--- src/rtl/uart_aes_loader_if.sv ---
// Bus between the UART receiver / AES core and the frame loader.
// The loader takes the slave side; whoever drives bytes and busy takes the master side.
interface uart_aes_loader_if;
  logic [7:0]   rx_data;
  logic         rx_valid;
  logic         aes_busy;
  logic [127:0] key_out;
  logic         key_load;
  logic [127:0] block_out;
  logic         block_start;
  logic         ctrl_busy;
  logic         frame_error;
  logic [7:0]   err_count;

  modport master (
    output rx_data, rx_valid, aes_busy,
    input  key_out, key_load, block_out, block_start, ctrl_busy, frame_error, err_count
  );

  modport slave (
    input  rx_data, rx_valid, aes_busy,
    output key_out, key_load, block_out, block_start, ctrl_busy, frame_error, err_count
  );
endinterface

--- src/rtl/uart_aes_loader.sv ---
// Command/frame controller: turns UART bytes into 16-byte key or plaintext frames
// and hands them to the AES-128 core as one-cycle key_load / block_start pulses.
module uart_aes_loader #(
  parameter logic [23:0] timeout_cycles = 24'd12500,
  parameter logic [7:0]  cmd_key        = 8'h4B,
  parameter logic [7:0]  cmd_data       = 8'h50
) (
  input  logic            uart_clock,
  input  logic            uart_reset,
  uart_aes_loader_if.slave bus
);

  typedef enum logic [1:0] {IDLE, RX_KEY, RX_DATA, WAIT_CORE} state_e;

  state_e         state_q, state_d;
  logic [3:0]     byte_cnt_q, byte_cnt_d;
  logic [23:0]    tmo_cnt_q, tmo_cnt_d;
  logic           rx_valid_q;
  logic [127:0]   shift_q, shift_d;
  logic [127:0]   key_q, key_d;
  logic [127:0]   block_q, block_d;
  logic           key_load_q, key_load_d;
  logic           block_start_q, block_start_d;
  logic           frame_error_q, frame_error_d;
  logic [7:0]     err_count_q, err_count_d;
  logic           byte_evt;

  // rx_valid_q resets high so a level held across reset release is not a byte
  assign byte_evt = bus.rx_valid & ~rx_valid_q;

  always_comb begin
    state_d       = state_q;
    byte_cnt_d    = byte_cnt_q;
    tmo_cnt_d     = tmo_cnt_q;
    shift_d       = shift_q;
    key_d         = key_q;
    block_d       = block_q;
    key_load_d    = 1'b0;
    block_start_d = 1'b0;
    frame_error_d = 1'b0;

    case (state_q)
      IDLE: begin
        if (byte_evt) begin
          if (bus.rx_data == cmd_key) begin
            state_d    = RX_KEY;
            byte_cnt_d = 4'd0;
            tmo_cnt_d  = 24'd0;
          end else if (bus.rx_data == cmd_data) begin
            state_d    = RX_DATA;
            byte_cnt_d = 4'd0;
            tmo_cnt_d  = 24'd0;
          end else begin
            frame_error_d = 1'b1;
          end
        end
      end

      RX_KEY, RX_DATA: begin
        // A byte arriving on the expiry edge wins over the timeout
        if (byte_evt) begin
          shift_d    = {shift_q[119:0], bus.rx_data};
          byte_cnt_d = byte_cnt_q + 4'd1;
          tmo_cnt_d  = 24'd0;
          if (byte_cnt_q == 4'd15) begin
            if (state_q == RX_KEY) begin
              key_d      = shift_d;
              key_load_d = 1'b1;
              state_d    = IDLE;
            end else begin
              block_d = shift_d;
              if (!bus.aes_busy) begin
                block_start_d = 1'b1;
                state_d       = IDLE;
              end else begin
                state_d = WAIT_CORE;
              end
            end
          end
        end else if (tmo_cnt_q == timeout_cycles - 24'd1) begin
          state_d       = IDLE;
          tmo_cnt_d     = 24'd0;
          frame_error_d = 1'b1;
        end else begin
          tmo_cnt_d = tmo_cnt_q + 24'd1;
        end
      end

      WAIT_CORE: begin
        if (byte_evt) begin
          frame_error_d = 1'b1;
        end
        if (!bus.aes_busy) begin
          block_start_d = 1'b1;
          state_d       = IDLE;
        end
      end

      default: state_d = IDLE;
    endcase

    err_count_d = err_count_q;
    if (frame_error_d && (err_count_q != 8'hFF)) begin
      err_count_d = err_count_q + 8'd1;
    end
  end

  always_ff @(posedge uart_clock) begin
    if (!uart_reset) begin
      state_q       <= IDLE;
      byte_cnt_q    <= 4'd0;
      tmo_cnt_q     <= 24'd0;
      rx_valid_q    <= 1'b1;
      shift_q       <= 128'd0;
      key_q         <= 128'd0;
      block_q       <= 128'd0;
      key_load_q    <= 1'b0;
      block_start_q <= 1'b0;
      frame_error_q <= 1'b0;
      err_count_q   <= 8'd0;
    end else begin
      state_q       <= state_d;
      byte_cnt_q    <= byte_cnt_d;
      tmo_cnt_q     <= tmo_cnt_d;
      rx_valid_q    <= bus.rx_valid;
      shift_q       <= shift_d;
      key_q         <= key_d;
      block_q       <= block_d;
      key_load_q    <= key_load_d;
      block_start_q <= block_start_d;
      frame_error_q <= frame_error_d;
      err_count_q   <= err_count_d;
    end
  end

  assign bus.key_out     = key_q;
  assign bus.key_load    = key_load_q;
  assign bus.block_out   = block_q;
  assign bus.block_start = block_start_q;
  assign bus.ctrl_busy   = (state_q != IDLE);
  assign bus.frame_error = frame_error_q;
  assign bus.err_count   = err_count_q;

endmodule
--- src/flat_wrapper.sv ---
// flat-port wrapper written by rule: the top's interface ports become plain ports
module uart_aes_loader_flat 
#(
  parameter logic [23:0] timeout_cycles = 24'd12500,
  parameter logic [7:0]  cmd_key        = 8'h4B,
  parameter logic [7:0]  cmd_data       = 8'h50
)
  (uart_clock, uart_reset, bus_rx_data, bus_rx_valid, bus_aes_busy, bus_key_out, bus_key_load, bus_block_out, bus_block_start, bus_ctrl_busy, bus_frame_error, bus_err_count);
  uart_aes_loader_if bus_i ();
  input  logic uart_clock;
  input  logic uart_reset;
  input wire logic [$bits(bus_i.rx_data)-1:0] bus_rx_data;
  input wire logic [$bits(bus_i.rx_valid)-1:0] bus_rx_valid;
  input wire logic [$bits(bus_i.aes_busy)-1:0] bus_aes_busy;
  output wire logic [$bits(bus_i.key_out)-1:0] bus_key_out;
  output wire logic [$bits(bus_i.key_load)-1:0] bus_key_load;
  output wire logic [$bits(bus_i.block_out)-1:0] bus_block_out;
  output wire logic [$bits(bus_i.block_start)-1:0] bus_block_start;
  output wire logic [$bits(bus_i.ctrl_busy)-1:0] bus_ctrl_busy;
  output wire logic [$bits(bus_i.frame_error)-1:0] bus_frame_error;
  output wire logic [$bits(bus_i.err_count)-1:0] bus_err_count;
  assign bus_i.rx_data = bus_rx_data;
  assign bus_i.rx_valid = bus_rx_valid;
  assign bus_i.aes_busy = bus_aes_busy;
  assign bus_key_out = bus_i.key_out;
  assign bus_key_load = bus_i.key_load;
  assign bus_block_out = bus_i.block_out;
  assign bus_block_start = bus_i.block_start;
  assign bus_ctrl_busy = bus_i.ctrl_busy;
  assign bus_frame_error = bus_i.frame_error;
  assign bus_err_count = bus_i.err_count;
  uart_aes_loader #(.timeout_cycles(timeout_cycles), .cmd_key(cmd_key), .cmd_data(cmd_data)) u_core (.uart_clock(uart_clock), .uart_reset(uart_reset), .bus(bus_i));
endmodule
--- config.mk ---
export PLATFORM = sky130hd
export DESIGN_NAME = uart_aes_loader_flat
export DESIGN_NICKNAME = d
export VERILOG_FILES = /design/src/rtl/uart_aes_loader_if.sv /design/src/rtl/uart_aes_loader.sv /design/src/flat_wrapper.sv
export SDC_FILE = /design/constraint.sdc
export NUM_CORES = 1
export LEC_CHECK = 0
export CAP_MARGIN = 20
export CORE_ASPECT_RATIO = 1.75
export CORE_MARGIN = 1
export CORE_UTILIZATION = 47
export CTS_CLUSTER_DIAMETER = 120
export DETAILED_ROUTE_END_ITERATION = 8
export GPL_TIMING_DRIVEN = 0
export HOLD_SLACK_MARGIN = 0.05
export PLACE_DENSITY_LB_ADDON = 0.3
export RECOVER_POWER = 100
export SLEW_MARGIN = 10
export SYNTH_ARGS = -nofsm -noshare
export SYNTH_HDL_FRONTEND = slang
export SYNTH_SLANG_ARGS = --single-unit
--- constraint.sdc ---
create_clock -name uart_clock -period 1.99 [get_ports uart_clock]
set_input_delay 0.398 -clock uart_clock [delete_from_list [all_inputs] [get_ports uart_clock]]
set_output_delay 0.398 -clock uart_clock [all_outputs]
set_load 0.005 [all_outputs]
### Word-level counts from Yosys, hierarchy flattened

Index checks and enable logic that the tools add are counted.

* word-level logic and storage cells: 77
* register bits: 418
* output and inout port bits: 268
* input port bits: 12

* reductions and logical operators: 12
* add/sub/neg operators: 3
* bitwise logic cells: 3
* mux-type cells: 34
* eq/ne operators: 14

Operators by type and width (number)
* two-way mux 24 bit: 5
* case mux 24 bit (2 select lines): 1
* adder 24 x 1 -> 24 bit (second input constant): 1
* == test 24 x 14 -> 1 bit (second input constant): 1
* two-way mux 2 bit: 9
* == test 8 x 7 -> 1 bit (second input constant): 2
* two-way mux 4 bit: 4
* AND reduction 4 bit: 4
* two-way mux 1 bit: 11
* adder 8 x 1 -> 8 bit (second input constant): 1
* != test 8 bit (second input constant): 1
* case mux 4 bit (2 select lines): 1
* != test 3 x 1 -> 1 bit (second input constant): 2
* case mux 2 bit (3 select lines): 1
* AND reduction 5 bit: 1
* adder 4 x 1 -> 4 bit (second input constant): 1
* == test 2 bit (second input constant): 2
* == test 4 bit (second input constant): 1
* != test 2 x 1 -> 1 bit (second input constant): 2
* nonzero test 2 bit: 2
* != test 3 bit (second input constant): 1
* case mux 1 bit (3 select lines): 1
* AND reduction 3 bit: 1
* == test 2 x 1 -> 1 bit (second input constant): 1
* 8 further kinds: 9

### Longest topological paths before layout

* depth after elaboration: 6
* mapped depth: 9
* mapped depth without buffers: 8

### Least setup slack after synthesis

OpenSTA, ideal clock, no wires.

* kind: reg-to-reg
* start: reg u_core.tmo_cnt_q[0]
* end: reg u_core.err_count_q[5], in the netlist u_core.bus.err_count[5]
* cell stages (with the launch flop): 8
* path buffers: 0
* setup time: 70 ps
* period minus slack after synthesis: 2159 ps
* setup slack: -169 ps
* required time: 1920 ps
* arrival: 2088 ps
* path through: dfxtp_1 > ha_1 > nor3b_1 > nand4_1 > nor4_4 > nor2_2 > or4_1 > a21oi_1

* longest elaborated chain between the ends: 5

Ends and longest elaborated chain
* start: declaration: line uart_aes_loader.sv:17 `logic [23:0] tmo_cnt_q, tmo_cnt_d;`
* start signal: assignment: line uart_aes_loader.sv:124 `tmo_cnt_q <= tmo_cnt_d;`
* == test 24 x 14 -> 1 bit: line uart_aes_loader.sv:80 `end else if (tmo_cnt_q == timeout_cycles - 24'd1) begin`
* two-way mux 1 bit: line uart_aes_loader.sv:80
* two-way mux 1 bit: line uart_aes_loader.sv:61 `if (byte_evt) begin`
* case mux 1 bit (3 select lines): line uart_aes_loader.sv:42 `case (state_q)`
* logical AND 1 bit: line uart_aes_loader.sv:103 `if (frame_error_d && (err_count_q != 8'hFF)) begin`
* end signal: assignment: line uart_aes_loader.sv:132 `err_count_q <= err_count_d;`
* end: declaration: line uart_aes_loader.sv:25 `logic [7:0] err_count_q, err_count_d;`

No other way between the ends.
A chain may end at the register's enable or synchronous reset.

### Worst setup path in the final report

* start: reg u_core.tmo_cnt_q[5]
* end: reg u_core.err_count_q[5], in the netlist u_core.bus.err_count[5]

Same word-level chain as after synthesis.

==> reports/metrics.yaml <==
finalCriticalPeriod_ns: 2.15
grt_max_degree: 20
synthCells: 1890
hold_path_end: "u_core.shift_q[6]"
grt.total_usage_pct: 27.5
power_density_nw_per_um2: 883
leakage_uw: 0.00662
fp.dieH_um: 237
crit_path_end_kind: "register"
worst_pin_slew_ns: 0.816
whs_ns: 0.248
cp_max_fo: 8
clk_path_buf_depth: 3
post-dp-hpwl_mm: 32.4
cts_made_buffers: 38
pre_cts_ws_ns: -1.25
cts_root_buffer: "clkbuf_16"
failed_checks: "setup timing"
row_count: 85
antenna_cells: 0
vias_per_cell: 5.31
hold_buffers: 0
synthAdderAreaFrac_pct: 0.757
area_growth_pct: 34.4
synth-seq-area-share_pct: 56.3
combPwrFrac_pct: 6.0
finalSetupViolations: 6
synth-xor-area-share_pct: 1.30
synth_compound_gate_area_share_pct: 14.4
worstPathArrival_ns: 2.61
drt_iter0_drc: 778
tritoncts: "done"
p_seq_share_pct: 47.9
start_kind: "register"
postRouteAntennaNets: 0
max_slew_margin_pct: 45.6
ioPinCount: 280
h-tree-depth: 2
reg2reg_to: "u_core.bus.err_count[5]"
antenna_found_initial: 0
synth.cell_area_um2: 14900
hold_depth: 3
fin_util_pct: 64.6
core_um2: 30900
switching_share_pct: 22.5
p_int_uw: 13700
p_switching_uw: 3970
yosysWarnings: 0
grt_pass1_wl_mm: 69.6
path_class: "reg2reg"
drv_cap: 0
fin_crit_sh_pct: 108
dr.pass1.iters: 6
synth_nets: 1911
gp_congestion: 0.865
fill_cells: 2597
reg2reg_depth: 6
fmax_mhz: 466
wl_per_cell_um: 17.0
synth_mux_area_share_pct: 0.135
hold_path.class: "in2reg"
die_x_um: 136
clk_transition_reported_paths_ns: 0.07
skew_ns: 0.0124
rrSetupSlack_ns: -0.16
rsz0062_at_grt: "yes"
route.detailed.drc: 0
synth_seq_cells: 418
layout-drive-gt1-share_pct: 8.75
synth_top_flop_cell: "dfxtp_1"
hp-start: "bus_rx_data[6]"
numPortBuffers: 279
vias: 14000
outcome: "complete, but fails checks"
start_util_pct: 48.1
layout.nets: 2243
hold_viol_final: 0
synth_top_family_by_area: "simple AND/OR/NAND/NOR gates"
vdd_drop_max_v: 0.000748
drv_slew: 0
syn_area_per_cell_um2: 7.87
clk_latency_ns: 0.54
clockPowerShare_pct: 46.1
routed_wl_mm: 45.0
ys_types: 46
synth_edf_count: 0
synthArstFlopShare_pct: 0
grt_pass1_vias: 13700
worstPathRequired_ns: 2.45
setup_slack_ns: -0.156
cts_num_sinks: 418
die_area_um2: 32400
grt_overflow: 0
synth-simple-area-share_pct: 23.5
reg2reg_from: "u_core.tmo_cnt_q[5]"
-- cells in the mapped netlist, types with 2 or more instances --
master | number | area [µm²]
nor3_1 | 7 | 35.0
or4_1 | 3 | 22.5
nand3_1 | 12 | 60.1
ha_1 | 9 | 113
inv_1 | 10 | 37.5
nor2b_1 | 2 | 12.5
o2111a_1 | 2 | 22.5
nor2_1 | 34 | 128
xnor2_1 | 12 | 105
nand4_1 | 10 | 62.6
buf_1 | 5 | 18.8
or3_1 | 4 | 25.0
buf_2 | 4 | 20.0
clkbuf_1 | 123 | 462
o21ai_0 | 11 | 55.1
nor4_1 | 4 | 25.0
xor2_1 | 10 | 87.6
a21oi_1 | 390 | 1950
and3_1 | 4 | 25.0
nand2b_1 | 2 | 12.5
o31ai_1 | 3 | 22.5
or2_2 | 2 | 12.5
nor4b_1 | 4 | 35.0
dfxtp_1 | 418 | 8370
nand2_1 | 778 | 2920
a311oi_1 | 3 | 26.3
mux2i_1 | 2 | 20.0
and2_1 | 4 | 25.0
-- state kept, by name, summed over array words and instances, names as in the netlist --
signal and flops:
u_core.shift_q 120, u_core.state_q 2, u_core.bus.block_start 1, u_core.bus.key_out 128, u_core.bus.block_out 128, u_core.bus.err_count 8
u_core.bus.frame_error 1, u_core.bus.key_load 1, u_core.rx_valid_q 1, u_core.tmo_cnt_q 24, u_core.byte_cnt_q 4
-- cells by family after synthesis --
logic type      count (synthesis)
compound gates                416
xor+xnor                       22
fa+ha+maj                       9
buf+inv                       143
flops                         418
mux                             2
simple gates                  880
-- cell usage in the layout (no fill, tap or decap), types with 3 or more instances in the layout --
| master | synthesis | layout |
|---|---|---|
| a311oi_1 | 3 | 3 |
| ha_1 | 9 | 5 |
| clkdlybuf4s50_1 | 0 | 267 |
| bufinv_16 | 0 | 7 |
| buf_2 | 4 | 8 |
| dfxtp_4 | 0 | 4 |
| clkbuf_1 | 123 | 59 |
| clkbuf_16 | 0 | 41 |
| nand2_1 | 778 | 775 |
| or4_1 | 3 | 3 |
| xnor2_1 | 12 | 12 |
| clkinv_2 | 0 | 8 |
| nand4_1 | 10 | 10 |
| clkbuf_8 | 0 | 9 |
| dfxtp_1 | 418 | 408 |
| nor3_1 | 7 | 6 |
| o21ai_0 | 11 | 9 |
| clkbuf_4 | 0 | 14 |
| and3_1 | 4 | 4 |
| nor4b_2 | 0 | 3 |
| dfxtp_2 | 0 | 6 |
| nand2_2 | 0 | 3 |
| dlygate4sd2_1 | 0 | 7 |
| xor2_1 | 10 | 9 |
| or3_1 | 4 | 4 |
| a21oi_1 | 390 | 390 |
| buf_4 | 0 | 19 |
| dlymetal6s2s_1 | 0 | 3 |
| nand3_1 | 12 | 11 |
| and2_1 | 4 | 3 |
| clkbuf_2 | 0 | 48 |
| o31ai_1 | 3 | 3 |
| nor2_1 | 34 | 33 |
| inv_1 | 10 | 10 |
-- worst max-delay path: stages (launching register included) --
cell and delay, ns:
dfxtp_2 0.32, nand4bb_1 0.19, or4_4 0.46, nor4_4 0.40, nor2_4 0.09, or4_1 0.47, a21oi_1 0.13
-- layer usage --
metal,track usage [%],routed length (µm),vias to the layer above
met5,0,0,-
met4,15.5,2130,0
met3,5.80,2670,134
met2,51.2,24100,501
met1,27.7,16100,6569
li1,-,-,6826
-- layout make-up --
type / instances / area (µm²) / share of cell area (%)
plain buffers: 129 / 646 / 3.23
clock buffers: 54 / 1140 / 5.73
clock inverters: 16 / 258 / 1.29
inverters: 11 / 41.3 / 0.207
multi-input cells: 1329 / 6110 / 30.6
flip-flops and latches: 418 / 8390 / 42.0
well taps: 391 / 489 / 2.45
repair buffers: 295 / 2910 / 14.6
-- worst max path at each step --
| stage | end | depth (start not counted) | slack (ns) | from |
|---|---|---|---|---|
| final | u_core.bus.err_count[5] | 6 | -0.16 | u_core.tmo_cnt_q[5] |
| after global routing | u_core.bus.err_count[5] | 6 | -0.22 | u_core.tmo_cnt_q[5] |
| after CTS | u_core.bus.err_count[7] | 6 | -0.15 | u_core.tmo_cnt_q[3] |
| after detailed placement | u_core.shift_q[77] | 9 | -1.25 | bus_rx_valid |
| after global placement | u_core.shift_q[77] | 9 | -1.19 | bus_rx_valid |
| after floorplan | u_core.bus.err_count[5] | 6 | -0.03 | u_core.tmo_cnt_q[3] |
-- repair_timing --
item | CTS | global route
cloned | 0 | 0
endpoints found under the hold margin | 0 | 0
pin swaps | 8 | 9
resized for setup | 94 | 83
setup endpoints to repair | 408 | 380
setup buffers | 13 | 3
-- power groups by stage --
| stage | clock network [µW] | registers, µW | logic [µW] |
|---|---|---|---|
| after floorplan | 0 | 8630 | 622 |
| after global placement | 0 | 8650 | 894 |
| after detailed placement | 0 | 8650 | 915 |
| after CTS | 8210 | 8460 | 981 |
| after global routing | 8540 | 8460 | 1170 |
| final | 8130 | 8460 | 1060 |
-- per-stage QoR --
step	cell area (µm²)	std cells	total power, µW	setup TNS [ns]
after global placement	18200	2560	9540	-340.96
final	20000	2643	17700	-0.596
after CTS	19800	2640	17700	-0.586
after detailed placement	18200	2560	9560	-350.72
after floorplan	14900	1890	9260	-0.0591
after global routing	20000	2643	18200	-4.68
(Power assumes the default switching activity.)
